<file path="config.mk">
export PLATFORM = sky130hd
export DESIGN_NAME = avalon_bus_arbiter
export DESIGN_NICKNAME = d
export VERILOG_FILES = /design/src/rtl/avalon_bus_arbiter.sv
export SDC_FILE = /design/constraint.sdc
export NUM_CORES = 1
export LEC_CHECK = 0
export CAP_MARGIN = 40
export CORE_AREA = 5 5 118 120
export CTS_CLUSTER_SIZE = 20
export DETAILED_ROUTE_END_ITERATION = 7
export DIE_AREA = 0 0 123 125
export RECOVER_POWER = 100
export SLEW_MARGIN = 20
export SYNTH_ARGS = -nofsm -noshare
export SYNTH_HDL_FRONTEND = slang
export SYNTH_SLANG_ARGS = --single-unit
</file>
<file path="constraint.sdc">
create_clock -name clk -period 3.58 [get_ports clk]
set_input_delay 0.716 -clock clk [delete_from_list [all_inputs] [get_ports clk]]
set_output_delay 0.716 -clock clk [all_outputs]
set_load 0.1 [all_outputs]
</file>
<file path="src/rtl/avalon_bus_arbiter.sv">
// Two-master, one-slave Avalon-MM arbiter with round-robin fairness and a
// per-transfer watchdog.
//
// state   | meaning
// --------+-----------------------------------------------------------
// ST_IDLE | no owner; slave outputs parked at 0, both masters stalled
// ST_OWN0 | master 0 owns the slave for one transfer
// ST_OWN1 | master 1 owns the slave for one transfer
module avalon_bus_arbiter #(
  parameter int ADDR_W  = 32,
  parameter int DATA_W  = 32,
  parameter int TIMEOUT = 255
) (
  input  logic                clk,
  input  logic                reset,
  input  logic [ADDR_W-1:0]   m0_address,
  input  logic                m0_read,
  input  logic                m0_write,
  input  logic [DATA_W-1:0]   m0_writedata,
  input  logic [DATA_W/8-1:0] m0_byteenable,
  output logic                m0_waitrequest,
  output logic [DATA_W-1:0]   m0_readdata,
  input  logic [ADDR_W-1:0]   m1_address,
  input  logic                m1_read,
  input  logic                m1_write,
  input  logic [DATA_W-1:0]   m1_writedata,
  input  logic [DATA_W/8-1:0] m1_byteenable,
  output logic                m1_waitrequest,
  output logic [DATA_W-1:0]   m1_readdata,
  output logic [ADDR_W-1:0]   s_address,
  output logic                s_read,
  output logic                s_write,
  output logic [DATA_W-1:0]   s_writedata,
  output logic [DATA_W/8-1:0] s_byteenable,
  input  logic                s_waitrequest,
  input  logic [DATA_W-1:0]   s_readdata,
  output logic [1:0]          grant,
  output logic                timeout_err
);

  localparam int CNT_W = (TIMEOUT > 0) ? $clog2(TIMEOUT + 1) : 1;
  // The abort fires in the cycle whose increment would make the count reach TIMEOUT.
  localparam logic [CNT_W-1:0] CNT_LAST = (TIMEOUT > 0) ? CNT_W'(TIMEOUT - 1) : '0;

  typedef enum logic [1:0] {ST_IDLE, ST_OWN0, ST_OWN1} state_t;

  state_t            state;
  state_t            state_next;
  logic              last_owner;
  logic              owner_next;
  logic [CNT_W-1:0]  wd_cnt;
  logic              timeout_set;
  logic              req0;
  logic              req1;
  logic              own_req;
  logic              wd_hit;

  assign req0 = m0_read | m0_write;
  assign req1 = m1_read | m1_write;
  assign wd_hit = (TIMEOUT != 0) && (wd_cnt == CNT_LAST);

  // Read data is not gated; only the owning master is allowed to sample it.
  assign m0_readdata = s_readdata;
  assign m1_readdata = s_readdata;

  // Next-state, slave mux and per-master stall generation.
  always_comb begin
    state_next     = state;
    owner_next     = last_owner;
    timeout_set    = 1'b0;
    own_req        = 1'b0;
    s_address      = '0;
    s_read         = 1'b0;
    s_write        = 1'b0;
    s_writedata    = '0;
    s_byteenable   = '0;
    m0_waitrequest = 1'b1;
    m1_waitrequest = 1'b1;
    grant          = 2'b00;
    unique case (state)
      ST_IDLE: begin
        // On contention, the master that did not own last goes first.
        if (req0 && (!req1 || last_owner)) begin
          state_next = ST_OWN0;
          owner_next = 1'b0;
        end else if (req1) begin
          state_next = ST_OWN1;
          owner_next = 1'b1;
        end
      end
      ST_OWN0: begin
        own_req        = req0;
        s_address      = m0_address;
        s_read         = m0_read & ~m0_write;
        s_write        = m0_write;
        s_writedata    = m0_writedata;
        s_byteenable   = m0_byteenable;
        m0_waitrequest = s_waitrequest;
        grant          = 2'b01;
      end
      ST_OWN1: begin
        own_req        = req1;
        s_address      = m1_address;
        s_read         = m1_read & ~m1_write;
        s_write        = m1_write;
        s_writedata    = m1_writedata;
        s_byteenable   = m1_byteenable;
        m1_waitrequest = s_waitrequest;
        grant          = 2'b10;
      end
      default: state_next = ST_IDLE;
    endcase
    // Drop and completion take priority over the watchdog.
    if (state != ST_IDLE) begin
      if (!own_req || !s_waitrequest) begin
        state_next = ST_IDLE;
      end else if (wd_hit) begin
        state_next  = ST_IDLE;
        timeout_set = 1'b1;
      end
    end
  end

  // State, fairness pointer, watchdog counter and sticky error flag.
  always_ff @(posedge clk) begin
    if (reset) begin
      state       <= ST_IDLE;
      last_owner  <= 1'b1;
      wd_cnt      <= '0;
      timeout_err <= 1'b0;
    end else begin
      state      <= state_next;
      last_owner <= owner_next;
      if (state == ST_IDLE) begin
        wd_cnt <= '0;
      end else if (wd_cnt != '1) begin
        wd_cnt <= wd_cnt + CNT_W'(1);
      end
      if (timeout_set) begin
        timeout_err <= 1'b1;
      end
    end
  end

endmodule

</file>
==> results.md <==
Logic synthesis:
- The proportion of netlist area held by the largest area contributor is a little under a quarter.
- The commonest cells after synthesis are a22oi_1, nor2b_1, buf_4.
- Summing every instance area after synthesis gives ~2200 sq um.
- The post-synthesis cell count is 302.
- The most common flop cell mapped by yosys is dfxtp_1.
- In this run, synthesis inferred 0 flip-flops with an integrated enable.
- The post-synthesis area per instance is approximately 7.3 sq um.
- The top cell type by total area after synthesis is a22oi_1.
- The share of the Yosys chip area taken by registers is between 10% and 20%.
- The number of different library cells in the post-synthesis netlist is 36.
- Counting flops with an async set or reset pin after synthesis yields a share of 0%.
- Counting every net in the synthesized netlist gives approximately 480.
- Yosys printed 0 warnings.
- Counting flops and latches in the post-synthesis netlist gives 12.
- Ranked by total cell area, the synthesized netlist is headed by a22oi_1, buf_4, nor2b_1.

Global routing:
- The via count of the first global-routing pass is around 2700.
- Summed over all layers, the global routing overflow is 0.
- The first global-routing pass estimated 15200 um of wire.
- The maximum number of pins on one net before global-route repair is 42.
- Global routing used 12.1% of the available tracks across all layers.
- The initial antenna violation count is 0.

Clock network:
- The number of buffers on the longest clock path is 2.
- The number of H-tree levels is 1.
- TritonCTS built the clock tree.
- The count of hold buffers inserted by post-cts repair is 0.
- Post-CTS repair changed the size of 0 cells.
- The clock-pin slew on the worst setup and hold paths is ~0.040 ns.
- Clock tree synthesis found a total of 12 sinks.
- The clock latency at the later pin of the worst-skew pair is 0.24 ns.
- The number of buffers inserted during clock tree synthesis is 3.
- The tree is rooted in a clkbuf_16.
- The total setup buffers inserted after CTS is 0.

Route:
- The routed design has between 9000 and 10000 um of wire.
- The remaining number of nets flagged by the antenna check after routing is 0.
- The detailed router finished its first iteration with 84 violations.
- The detail-routed net length per standard cell is between 15 and 20 um.
- The number of optimization iterations in the first detailed-route pass is 4.
- For this run, design rule violations remaining after detail routing come to 0.
- The overall via count from detail_route is around 2600.
- The ratio of routed vias to standard cells is 4.29.

Place:
- In this run the tool buffered the top-level ports with ~220 buffer cells.
- The weighted congestion at the end of routability-driven global placement is between 0.7 and 0.8.
- The pre-CTS setup slack is around 1 ns.
- Summed over all nets, the half-perimeter wirelength after detailed placement is between 8000 and 9000 um.

Pwr:
- The leakage component of the power is ~1.4 nW.
- The worst ir drop on vdd is between 300 and 400 uV.
- Dividing total power by cell area gives a power density of approximately 720 nW/um^2.

Critical path:
- The stage delay of the slowest cell on the critical path is about 0.55 ns.
- The critical path's slowest cell is clkbuf_2.
- Walking the worst path, the cells encountered are inv_1 > ha_2 > clkbuf_2 > a22oi_1 > nor2b_2 > clkbuf_2.
- The cell repeated most along the worst path is clkbuf_2.
- At the worst endpoint, the arrival time is between 2 and 2.5 ns.
- The critical path in this run is classified as reg2out.
- In this run the worst path has a maximum fanout of 32.
- The worst setup path is launched from a flip-flop.
- The kind of end point of the critical path is a primary output.
- The required time at the endpoint of the critical path is 2.86 ns.

STA:
- After layout, the worst path uses a little over four fifths of the clock period.
- Setup repair after global routing left no endpoint under its margin.
- The slew at the pin with the worst max-slew slack is around 1.2 ns.
- The number of hold-slack violations in the final timing report is 0.
- The worst path setup slack after routing is between 0.5 and 0.6 ns.
- The maximum clock skew at final layout is about 0.0012 ns.
- For the finished layout, the period the worst path requires is between 3 and 4 ns.
- The setup TNS after final layout is 0 ns.
- In this run the tightest slew margin relative to its limit is 22.0%.
- Timing would allow up to roughly 330 MHz.
- The max-slew violation total from the final report is 0.
- Setup violations remaining at the end of the flow were counted as 0.

Finish:
- Fill cells in the final layout number about 1400.
- Of the cells placed in the final design, the portion with a size suffix greater than 1 is 34.5%.
- Relative to the synthesized area, the layout overhead comes to 85.5%.
- The net count of the finished layout is ~620.
- The utilization after layout is about a third.
- The repair_antennas step left the layout with diodes totalling 0.

Die:
- The initial utilization of the core area, before any placement, comes to 17.2%.
- Measured along the x axis, the die boundary spans between 100 and 150 um.
- The die covers 15400 sq um.
- The floorplan step set the die height to 125 um.
- The total I/O pin count is between 300 and 400.
- The placeable core area is about 13000 sq um.
- Row generation in the floorplan step produced 42 rows.

Min path:
- In this run the worst hold path is classified as reg2reg.

Run:
- The reported max-cap violation count is 0.

Status:
- The run finished with clean final reports.
-- area by class of cell --
class | count | area (sq um) | share of cell area, %
clock buffer | 4 | 88.8 | 2.17
inverter | 6 | 22.5 | 0.549
multi-input combinational | 196 | 1530 | 37.4
sequential | 12 | 240 | 5.86
tap | 176 | 220 | 5.37
timing repair buffer | 223 | 1990 | 48.6
-- cells in the final DEF, fill, tap and decap left out, types with 2 or more instances in the layout --
cell type	netlist	layout
a22oi_1	69	69
dfxtp_1	12	12
nor3_1	5	5
a21oi_1	3	3
o21ai_1	3	3
clkdlybuf4s50_1	0	141
nand3_1	3	3
o21bai_1	2	2
nand3b_1	2	2
a211oi_1	2	2
a221oi_1	2	2
nand4_2	2	2
clkbuf_2	0	62
clkbuf_16	0	3
buf_12	0	10
a31oi_1	2	2
ha_1	6	3
nor2b_1	69	7
nor2_1	2	2
inv_1	6	6
ha_2	0	3
buf_4	64	6
nand2_1	4	4
nor2b_2	0	62
dlygate4sd3_1	0	2
o21ai_0	3	3
clkbuf_1	19	2
xnor2_1	2	2
nand2b_1	2	2
-- final timing paths --
path                             startpoint         endpoint  slack, ns  cells past startpoint
worst min register to register  timeout_err      timeout_err       0.48                      1
worst max register to register     state[1]         state[1]       1.58                      6
worst min-delay path            timeout_err      timeout_err       0.48                      1
worst max-delay path               state[1]  s_writedata[17]       0.56                      6
-- per-layer routing --
metal  routed length [um]  global-route usage, %
met4                  162                   2.80
met1                 3670                   13.8
met2                 5430                   22.8
met3                  628                   2.66
met5                    0                      0
-- registers in the layout, indices dropped and copies added, names as in the netlist --
name	flops
timeout_err	1
last_owner	1
state	2
wd_cnt	8
-- critical path, delay by kind of cell, from the launching register on --
family | cells | cell delay (ns)
DFF | 1 | 0.33
AOI/OAI and AO/OA | 1 | 0.26
buffers and inverters | 3 | 1.13
and+or+nand+nor | 1 | 0.15
adders and majority gates | 1 | 0.19
-- cell families after synthesis --
| group | Yosys count | synth area share [%] |
|---|---|---|
| xor+xnor | 2 | 0.792 |
| buf+inv | 94 | 27.1 |
| compound gates | 92 | 30.6 |
| flops | 12 | 10.9 |
| fa+ha+maj | 6 | 3.40 |
| simple gates | 96 | 27.3 |
-- metrics by stage --
stage                     total power [mW]  cell area, sq um  hold WS (ns)  instances
after CTS                             3.08              4290         0.479        617
after detailed placement              2.85              4200         0.469        613
after floorplan                       2.52              2380         0.483        302
after global placement                2.83              4180         0.465        612
final                                 2.95              4100         0.477        617
after global routing                  3.12              4100         0.490        617
-- where the power goes --
group          switching (mW)  total (mW)  leakage, nW  internal (mW)
clock network          0.0598       0.228       0.0442          0.169
registers              0.0240       0.179       0.0974          0.155
logic                    1.77        2.55         1.29          0.774
total                    1.85        2.95         1.43           1.10
Note: power is estimated with default switching activity, not from simulation.
